[src/rtl/spram_req_ctrl.sv]
// spram_req_ctrl: turns a valid/ready request stream into single-port RAM
// accesses, returns read data on a valid/ready response channel and runs a
// one-location-per-cycle clear of the whole RAM on request.
module spram_req_ctrl #(
    parameter int ADDR_WIDTH = 16,
    parameter int DATA_WIDTH = 8
) (
    input  logic                  clk,
    input  logic                  rst_n,
    // request channel
    input  logic                  req_valid,
    output logic                  req_ready,
    input  logic                  req_wr,
    input  logic [ADDR_WIDTH-1:0] req_addr,
    input  logic [DATA_WIDTH-1:0] req_wdata,
    // response channel
    output logic                  rsp_valid,
    input  logic                  rsp_ready,
    output logic [DATA_WIDTH-1:0] rsp_rdata,
    // clear control
    input  logic                  clr_start,
    output logic                  clr_busy,
    // RAM port
    output logic [ADDR_WIDTH-1:0] ram_addr,
    output logic [DATA_WIDTH-1:0] ram_data_in,
    output logic                  ram_rdn_wr,
    input  logic [DATA_WIDTH-1:0] ram_data_out
);

    typedef enum logic [1:0] {
        ST_IDLE,
        ST_ACCESS,
        ST_CAPTURE,
        ST_CLEAR
    } state_e;

    // One extra bit so the step past the last address is visible as a carry
    // instead of wrapping back to zero.
    localparam int CNT_W = ADDR_WIDTH + 1;
    localparam logic [CNT_W-1:0] CNT_ONE = {{ADDR_WIDTH{1'b0}}, 1'b1};

    state_e                  state_q, state_d;
    logic [ADDR_WIDTH-1:0]   ram_addr_q, ram_addr_d;
    logic [DATA_WIDTH-1:0]   ram_data_in_q, ram_data_in_d;
    logic                    ram_rdn_wr_q, ram_rdn_wr_d;
    logic                    rsp_valid_q, rsp_valid_d;
    logic [DATA_WIDTH-1:0]   rsp_rdata_q, rsp_rdata_d;
    logic                    clr_pending_q, clr_pending_d;
    logic [CNT_W-1:0]        clr_cnt_q, clr_cnt_d;

    logic                    req_fire;
    logic [CNT_W-1:0]        clr_cnt_inc;

    // Ready is a pure function of state and the clear pulse, never of
    // req_valid; a pending or arriving clear blocks new requests.
    assign req_ready   = rst_n & (state_q == ST_IDLE) & ~rsp_valid_q
                       & ~clr_pending_q & ~clr_start;
    assign req_fire    = req_valid & req_ready;
    assign clr_cnt_inc = clr_cnt_q + CNT_ONE;

    assign clr_busy    = clr_pending_q | (state_q == ST_CLEAR);
    assign rsp_valid   = rsp_valid_q;
    assign rsp_rdata   = rsp_rdata_q;
    assign ram_addr    = ram_addr_q;
    assign ram_data_in = ram_data_in_q;
    assign ram_rdn_wr  = ram_rdn_wr_q;

    // Next-state and next-output logic for the access/clear sequencer.
    always_comb begin
        // NOTE: every _d starts at its held value so no path leaves a signal
        // unassigned, which would otherwise infer a latch.
        state_d       = state_q;
        ram_addr_d    = ram_addr_q;
        ram_data_in_d = ram_data_in_q;
        ram_rdn_wr_d  = ram_rdn_wr_q;
        rsp_valid_d   = rsp_valid_q;
        rsp_rdata_d   = rsp_rdata_q;
        clr_cnt_d     = clr_cnt_q;

        // A clear request is remembered until serviced; pulses that arrive
        // while a clear is already running do not re-arm it.
        clr_pending_d = clr_pending_q | (clr_start & (state_q != ST_CLEAR));

        // Consumer handshake retires the held response.
        if (rsp_valid_q && rsp_ready) begin
            rsp_valid_d = 1'b0;
        end

        case (state_q)
            ST_IDLE: begin
                if (clr_pending_q && !rsp_valid_q) begin
                    state_d       = ST_CLEAR;
                    clr_cnt_d     = '0;
                    ram_addr_d    = '0;
                    ram_data_in_d = '0;
                    ram_rdn_wr_d  = 1'b1;
                end else if (req_fire) begin
                    state_d       = ST_ACCESS;
                    ram_addr_d    = req_addr;
                    ram_rdn_wr_d  = req_wr;
                    ram_data_in_d = req_wr ? req_wdata : '0;
                end
            end

            ST_ACCESS: begin
                // The RAM samples the operation at this edge.
                ram_rdn_wr_d = 1'b0;
                state_d      = ram_rdn_wr_q ? ST_IDLE : ST_CAPTURE;
            end

            ST_CAPTURE: begin
                rsp_rdata_d = ram_data_out;
                rsp_valid_d = 1'b1;
                state_d     = ST_IDLE;
            end

            ST_CLEAR: begin
                clr_cnt_d = clr_cnt_inc;
                if (clr_cnt_inc[ADDR_WIDTH]) begin
                    // Last address has just been written; ram_addr holds it.
                    ram_rdn_wr_d  = 1'b0;
                    clr_pending_d = 1'b0;
                    state_d       = ST_IDLE;
                end else begin
                    ram_addr_d = clr_cnt_inc[ADDR_WIDTH-1:0];
                end
            end

            default: state_d = ST_IDLE;
        endcase
    end

    // State and registered outputs; reset also aborts any RAM write at once.
    always_ff @(posedge clk or negedge rst_n) begin
        if (!rst_n) begin
            state_q       <= ST_IDLE;
            ram_addr_q    <= '0;
            ram_data_in_q <= '0;
            ram_rdn_wr_q  <= 1'b0;
            rsp_valid_q   <= 1'b0;
            rsp_rdata_q   <= '0;
            clr_pending_q <= 1'b0;
            clr_cnt_q     <= '0;
        end else begin
            // NOTE: non-blocking so every flop updates from pre-edge values,
            // independent of statement order.
            state_q       <= state_d;
            ram_addr_q    <= ram_addr_d;
            ram_data_in_q <= ram_data_in_d;
            ram_rdn_wr_q  <= ram_rdn_wr_d;
            rsp_valid_q   <= rsp_valid_d;
            rsp_rdata_q   <= rsp_rdata_d;
            clr_pending_q <= clr_pending_d;
            clr_cnt_q     <= clr_cnt_d;
        end
    end

endmodule

[config.mk]
export PLATFORM = sky130hd
export DESIGN_NAME = spram_req_ctrl
export DESIGN_NICKNAME = d
export VERILOG_FILES = /design/src/rtl/spram_req_ctrl.sv
export SDC_FILE = /design/constraint.sdc
export NUM_CORES = 1
export LEC_CHECK = 0
export CAP_MARGIN = 30
export CORE_ASPECT_RATIO = 1.75
export CORE_MARGIN = 3
export CORE_UTILIZATION = 40
export CTS_CLUSTER_DIAMETER = 200
export DETAILED_ROUTE_END_ITERATION = 8
export PLACE_DENSITY = 0.72
export SYNTH_ARGS = -nofsm -noshare
export SYNTH_HDL_FRONTEND = slang
export SYNTH_SLANG_ARGS = --single-unit
[constraint.sdc]
create_clock -name clk -period 2.31 [get_ports clk]
set_input_delay 0.693 -clock clk [delete_from_list [all_inputs] [get_ports clk]]
set_output_delay 0.693 -clock clk [all_outputs]
set_load 0.01 [all_outputs]
## After elaboration in Yosys (flattened, before gate mapping)

Index checks and enable logic that the tools add are counted.

| storage, ports and cells | value |
|---|---|
| memory bits (writable) | 0 |
| memories | 0 |
| bits of input ports | 38 |
| output and inout port bits | 36 |
| logic and storage cells | 63 |
| latch bits | 0 |
| memory bits (read-only) | 0 |
| register bits after elaboration | 54 |

| operators by class | value |
|---|---|
| multiply operators | 0 |
| equal/unequal tests | 8 |
| $add $sub $neg | 1 |
| mux-type cells | 22 |
| bitwise gates (word level) | 11 |
| divide/modulo/power cells | 0 |
| magnitude comparators | 0 |
| reduce and logical (&&, ||, !) cells | 13 |
| shifts and indexed selects | 0 |

Operator list:

| kind | count |
|---|---|
| $mux 16 | 3 |
| $pmux 17 s2 | 1 |
| $pmux 16 s2 | 1 |
| $mux 8 | 3 |
| $add 17x1->17 const B | 1 |
| $mux 17 | 1 |
| $mux 2 | 4 |
| $pmux 2 s4 | 1 |
| $mux 1 | 7 |
| $and 1x1->1 | 6 |
| $ne 2x2->1 const B | 3 |
| $reduce_and 2->1 | 3 |
| $reduce_and 3->1 | 2 |
| $reduce_bool 2->1 | 3 |
| $eq 2x2->1 const B | 2 |
| $ne 3x2->1 const B | 1 |
| $not 1->1 | 3 |
| $pmux 1 s3 | 1 |
| $reduce_bool 3->1 | 1 |
| $eq 2x1->1 const B | 1 |
| $logic_and 1x1->1 | 2 |
| $logic_not 2->1 | 1 |
| $ne 2x1->1 const B | 1 |
| $or 1x1->1 | 2 |
| $logic_not 1->1 | 1 |

## Logic depth before layout (Yosys ltp)

Gate-level depths: netlist of the first run.

| logic depth | value |
|---|---|
| depth after elaboration | 9 |
| depth in mapped cells | 8 |
| mapped depth without buffers | 6 |

## Worst setup path after synthesis of the first run

OpenSTA, ideal clock, no wires.

| timing path | value |
|---|---|
| path type | register to register |
| start | reg clr_cnt_q[12] |
| end | reg ram_addr_q[10] (netlist: ram_addr[10]) |
| data required time | 2185 ps |
| arrival | 2183 ps |
| path buffers | 2 |
| clock period less this slack | 2308 ps |
| stages on the path, launching flop included | 8 |
| path slack | 2 ps |
| setup time | 125 ps |
| path through | dfrtp_1 > clkbuf_1 > nand3_1 > or3_4 > or3_4 > a31oi_4 > buf_8 > mux2_4 |

| on the way | value |
|---|---|
| longest elaborated chain between the ends | 3 |

RTL lines:

| what | line | source |
|---|---|---|
| start, declared | 49 | `logic [CNT_W-1:0] clr_cnt_q, clr_cnt_d;` |
| start signal, assigned | 154 | `clr_cnt_q <= clr_cnt_d;` |
| $add 17x1->17 | 59 | `assign clr_cnt_inc = clr_cnt_q + CNT_ONE;` |
| $ne 2x2->1 (no line) | n/a |  |
| $reduce_and 3->1 (no line) | n/a |  |
| end signal, assigned | 148 | `ram_addr_q <= ram_addr_d;` |
| end, declared | 43 | `logic [ADDR_WIDTH-1:0] ram_addr_q, ram_addr_d;` |

No other way between the ends.
A chain may end at the register's enable or synchronous reset.

## Worst setup path in the final report of the first run

| timing path | value |
|---|---|
| start | reg clr_cnt_q[9] |
| end | reg ram_addr_q[0] (netlist: ram_addr[0]) |

Same word-level chain as after synthesis.

==> results.ini, run 1 <==
[status]
status=completed

[pwr]
ir_drop_mv=0.641
p_leak_uw=0.00174
power_density_mw_per_mm2=1100
p_total_uw=4410

[synth]
synth_ff_type=dfrtp_1
synthArstFlopShare_pct=100
synth_area_leaders=dfrtp_1 (48%), o21ai_0 (8.0%), nand2_1 (6.9%)
yosys_register_bits=54
syn_nets=339
yosysTopAreaCellShare_pct=47.8
synth_warnings=0
yosysTopAreaCell=dfrtp_1
synth_edf_count=0
ys_types=39
synth_area_mm2=0.00283
syn_inst=300
synth_seq_area_share_pct=47.8
syn_avg_cell_area_um2=9.42

[detailed_routing]
top_layer_used=met4
ant_nets=0
wl_met1_mm=2.71
vias=2500
routed_wl_mm=7.17
routed-wl-met2_mm=4.05
wl_met3_um=256
wl_per_cell_um=15.0
firstDrtPassIters=4
drtIter0Drc=68
drt-vias-per-instance=5.24
remaining_drc_errors=0

[setup_path]
cp-end-kind=flop
rr_startpoint=clr_cnt_q[9]$_DFFE_PN0P_
rr_worst_depth=6
critPathMaxFanout=17
crit_arrival_ps=2380
criticalPathCategory=reg -> reg
crit_path_frequent_cell=or3_4
cp_slowest_cell=dfrtp_1
required_ps=2480
crit_chain=nand4_4 -> or3_4 -> or3_4 -> a31oi_4 -> buf_12 -> mux2_2
cp_slowest_stage_delay_ps=440
r2r-end=ram_addr[0]$_DFFE_PN0P_
start_kind=flop
rrSetupSlack_ps=100

[place]
dp_hpwl_mm=5.42
port-buffer-count=73
pre_cts_ws_ps=-287
post_dp_cell_area_mm2=0.00383
place.gp.congestion=0.828

[clock_network]
cts-root-buf=clkbuf_16
cts_made_buffers=5
cts_tree=yes
cts_htree_levels=2
cts_hold_buf=0
clockBufferDepth=2
clkLatencyLatePin_ps=290
cts_num_sinks=54
clkSlewWorstSetupHoldPaths_ps=60

[floorplan]
rows=39
start_util_pct=42.3
fp.dieW_um=69.5
pin_count=74
die_area_mm2=0.00815
core_mm2=0.00669
die_h_um=117

[timing]
post-route-period-util_pct=95.7
fmax_mhz=452
skew_ps=2.35
tightest_slew_ps=569
drv_slew=0
setup_ws_ps=98.5
rsz0062_at_grt=false
max-slew-margin-rel_pct=61.7
hold_viol=0
setup_violations=0
min_period_ps=2210

[cells_and_area]
final_cell_area_mm2=0.00400
antennaDiodeCount=0
final_nets=434
drive_gt1_share_pct=18.0
area_growth_pct=41.5
num-fill-cells=588

[grt]
antenna_found_initial=0
grt_pass1_wl_mm=11.9
track_usage_pct=18.2
globalRouteOverflowTotal=0
grt_pass1_vias=2536
grt_start_max_net_pins=35

[flow_run]
cap_violations=0

[worst_hold_path]
hold_path_class=in -> async

[critical path, delay by kind of cell, from the launching register on]
family,cells,cell delay (ps)
AND/OR/NAND/NOR,3,890
buffers and inverters,1,190
multiplexers,1,350
AO/OA/AOI/OAI,1,220
flip-flops,1,440
[layout make-up]
type | instances | area [µm²] | area share, %
multi-input cells | 221 | 1370 | 34.3
flip-flops and latches | 54 | 1350 | 33.8
repair buffers | 105 | 973 | 24.4
clock buffers | 6 | 139 | 3.47
well taps | 82 | 103 | 2.57
clock inverters | 1 | 30.0 | 0.751
inverters | 8 | 30.0 | 0.751
[sequential cells by signal (all words and copies together) (netlist names)]
register	cells
state_q	2
clr_pending_q	1
rsp_rdata	8
ram_rdn_wr	1
ram_data_in	8
ram_addr	16
clr_cnt_q	17
rsp_valid	1
[per-layer routing]
metal  vias up  track usage [%]
met5         -                0
met4         0             6.13
met3        13             2.74
met2        67             34.9
met1      1191             20.4
li1       1229                -
[cell families after synthesis]
| family | after synthesis | synth area share [%] |
|---|---|---|
| AOI/OAI and AO/OA | 73 | 15.0 |
| DFF | 54 | 47.8 |
| and+or+nand+nor | 111 | 18.7 |
| adders and majority gates | 1 | 0.443 |
| muxes | 23 | 10.2 |
| buffers and inverters | 25 | 3.76 |
| xor gates and xnor gates | 13 | 4.03 |
[power by group]
part	internal, µW	switching (µW)	total (µW)
clock network	535	309	843
logic	1160	989	2150
registers	1250	175	1420
total	2940	1470	4410
[stage by stage]
stage | hold slack, ps | cells | TNS, ps | utilization (%)
finish | 412 | 477 | 0 | 59.8
global placement | 464 | 469 | -2130 | 57.2
detailed placement | 471 | 470 | -2870 | 57.3
CTS | 421 | 477 | 0 | 59.8
floorplan | 397 | 300 | 0 | -
global route | 449 | 477 | 0 | 59.8
[how the worst max path moves through the flow]
stage / start / to / depth (start not counted)
3_3_place_gp: clr_start / req_ready / 3
6_report: clr_cnt_q[9]$_DFFE_PN0P_ / ram_addr[0]$_DFFE_PN0P_ / 6
4_1_cts: clr_start / req_ready / 3
2_1_floorplan: clr_cnt_q[12]$_DFFE_PN0P_ / ram_addr[10]$_DFFE_PN0P_ / 7
5_1_grt: state_q[0]$_DFFE_PN0P_ / clr_busy / 4
3_5_place_dp: clr_start / req_ready / 3
[cell usage after synthesis (all sizes together), types with 4 or more instances]
master / number
nor2: 24
nor4: 5
a21oi: 12
mux2: 23
nand2: 52
and3: 4
dfrtp: 54
clkbuf: 16
inv: 8
nand4: 7
xnor2: 11
o21ai: 46
and2: 4
[placed cells by master, fill, tap and decap left out, types with 3 or more instances in the layout]
master,Yosys,routed
buf_4,0,31
nor4_1,5,5
inv_1,8,8
nand4_1,6,6
o21ai_0,45,45
clkdlybuf4s50_1,0,71
and2_1,4,4
nand3_1,3,3
xnor2_1,11,11
nor3_1,3,3
nor2_1,24,24
and3_1,4,4
dfrtp_1,54,54
nand2_1,52,52
mux2_2,15,15
clkbuf_16,0,5
mux2_4,8,8
a21oi_1,12,11
[repair_timing]
action / in CTS / in global routing
pin swaps: 0 / 0
setup endpoints to repair: 1 / 2
resized for setup: 2 / 2
setup buffers: 0 / 0
Power figures use the tool's default switching activity.
==> inputs of run 2 (changes only) <==
Settings changed: CORE_UTILIZATION 40 to 44, HOLD_SLACK_MARGIN set to 0.06, PLACE_DENSITY 0.72 to 0.78.
==> run 2 against run 1 <==
First-iteration DRC count increased by 110%. Clock skew increased by 12 ps. Clock power decreased by 29%. Worst setup slack got worse by 23 ps. Critical endpoint is now clr_busy.
==> results.ini, run 2 (synthesis gave the netlist of run 1 again) <==
[status]
status=completed

[timing]
hold_ws_ps=486  ; +74.0 ps
tightest_slew_ps=692  ; +123 ps
setup_tns_ps=0  ; unchanged
rsz0062_at_grt=false
min_period_ps=2230  ; +23.4 ps
setup_violations=0  ; unchanged
hold_viol=0  ; unchanged
post-route-period-util_pct=96.7  ; +1.0 points
fmax_mhz=447  ; -1.0%
max-slew-margin-rel_pct=53.9  ; -7.8 points
skew_ps=14.4  ; +12.0 ps
drv_slew=0  ; unchanged

[place]
port-buffer-count=73  ; unchanged
dp_hpwl_mm=5.54  ; +2.0%
post_dp_cell_area_mm2=0.00381  ; -0.52%
place.gp.congestion=0.912  ; +10%

[floorplan]
pin_count=74  ; unchanged
fp.dieW_um=66.6  ; -4.2%
core_mm2=0.00623  ; -6.8%
die_h_um=112  ; -4.4%
rows=38  ; -2.6%
die_area_mm2=0.00746  ; -8.5%
start_util_pct=45.4  ; +3.1 points

[cells_and_area]
area_growth_pct=38.4
antennaDiodeCount=0  ; unchanged
drive_gt1_share_pct=17.3  ; -0.63 points
largest_reg_flops=17  ; unchanged
largest-register=clr_cnt_q
final_cell_area_mm2=0.00391  ; -2.2%
final_common_cell=clkdlybuf4s50_1
final_nets=430  ; -0.92%
fin_util_pct=62.8  ; +3.0 points
layout_common_cells=clkdlybuf4s50_1 (71), dfrtp_1 (53), nand2_1 (52)

[detailed_routing]
routed-wl-met2_mm=4.01  ; -1.1%
wl_per_cell_um=15.6  ; +4.1%
ant_nets=0  ; unchanged
routed_wl_mm=7.38  ; +3.0%
wl_met1_mm=2.83  ; +4.4%
firstDrtPassIters=5  ; +1
drt-vias-per-instance=5.39  ; +2.9%
top_layer_used=met4
drtIter0Drc=145  ; +110%
remaining_drc_errors=0  ; unchanged
vias=2546  ; +1.8%
wl_met3_um=259  ; +1.2%

[grt]
track_usage_pct=21.4  ; +3.2 points
grt_pass1_vias=2620  ; +3.3%
grt_start_max_net_pins=55  ; +57%
grt_pass1_wl_mm=12.2  ; +2.6%
globalRouteOverflowTotal=0  ; unchanged
antenna_found_initial=1  ; +1

[clock_network]
cts_tree=yes
clkSlewWorstSetupHoldPaths_ps=100  ; +40 ps
cts_hold_buf=0  ; unchanged
cts-root-buf=clkbuf_8
cts_num_sinks=54  ; unchanged
cts_made_buffers=5  ; unchanged
cts_htree_levels=2  ; unchanged
clkLatencyLatePin_ps=330  ; +40 ps
clockBufferDepth=2  ; unchanged
cts_setup_buffers=0  ; unchanged

[worst_hold_path]
hold_path_class=reg -> reg

[pwr]
p_leak_uw=0.00169  ; -2.7%
power_density_mw_per_mm2=1070  ; -2.9%
p_total_uw=4190  ; -5.0%
ir_drop_mv=0.410  ; -36%

[flow_run]
cap_violations=0  ; unchanged

[setup_path]
critPathTopFamily=buffers and inverters
rrSetupSlack_ps=90  ; about the same
criticalPathCategory=reg -> out
cp_slowest_stage_delay_ps=530  ; +90 ps
critPathMaxFanout=8  ; -9
crit_chain=buf_4 -> nand2_1 -> nand2_1 -> clkdlybuf4s50_1
crit_path_frequent_cell=nand2_1
crit_arrival_ps=1540  ; -840 ps
required_ps=1620  ; -860 ps
start_kind=flop
cp-end-kind=output port
crit_buf_inv=2  ; +1
cp_slowest_cell=clkdlybuf4s50_1

[run 2: worst paths after layout]
kind	start	end	cells after the start
max in group asynchronous	rst_n	clr_cnt_q[8]$_DFFE_PN0P_	2
hold reg to reg	ram_data_in[6]$_DFFE_PN0P_	ram_data_in[6]$_DFFE_PN0P_	2
hold / removal	ram_data_in[6]$_DFFE_PN0P_	ram_data_in[6]$_DFFE_PN0P_	2
min in group asynchronous	rst_n	rsp_rdata[5]$_DFFE_PN0P_	2
setup reg to reg	clr_cnt_q[11]$_DFFE_PN0P_	ram_addr[4]$_DFFE_PN0P_	6
setup / recovery	state_q[0]$_DFFE_PN0P_	clr_busy	4
[run 2: final cells by class]
| class | count | area (µm²) |
|---|---|---|
| inverter | 8 | 30.0 |
| clock buffer | 7 | 96.3 |
| tap | 80 | 100 |
| clock inverter | 1 | 8.76 |
| fill | 514 | 2320 |
| sequential | 54 | 1350 |
| timing repair buffer | 101 | 956 |
| multi-input combinational | 221 | 1370 |
[run 2: tightest hold or removal path, cell delays in order (launching register included)]
cell,delay (ps)
dfrtp_1,350
nand2_1,40
o21ai_0,60
[run 2: metal layers]
metal / GRT usage (%) / up-vias
li1: - / 1225
met1: 24.2 / 1236
met2: 37.8 / 65
met3: 3.94 / 20
met4: 9.36 / 0
met5: 0 / -
[run 2: where the power goes]
| group | internal [µW] | total [µW] | switching [µW] |
|---|---|---|---|
| Combinational | 1200 | 2190 | 991 |
| Clock | 275 | 597 | 322 |
| Sequential | 1240 | 1410 | 163 |
[run 2: what timing repair did]
item                       4_1_cts  5_1_grt
gates resized for setup          2        2
pin swaps                        0        0
setup endpoints to repair        1        4
[run 2: metrics by stage]
stage,setup WS (ps),cells
finish,75.1,472
global route,6.66,472
CTS,24.3,472
detailed placement,-273,464
global placement,-263,463
floorplan,2.32,300
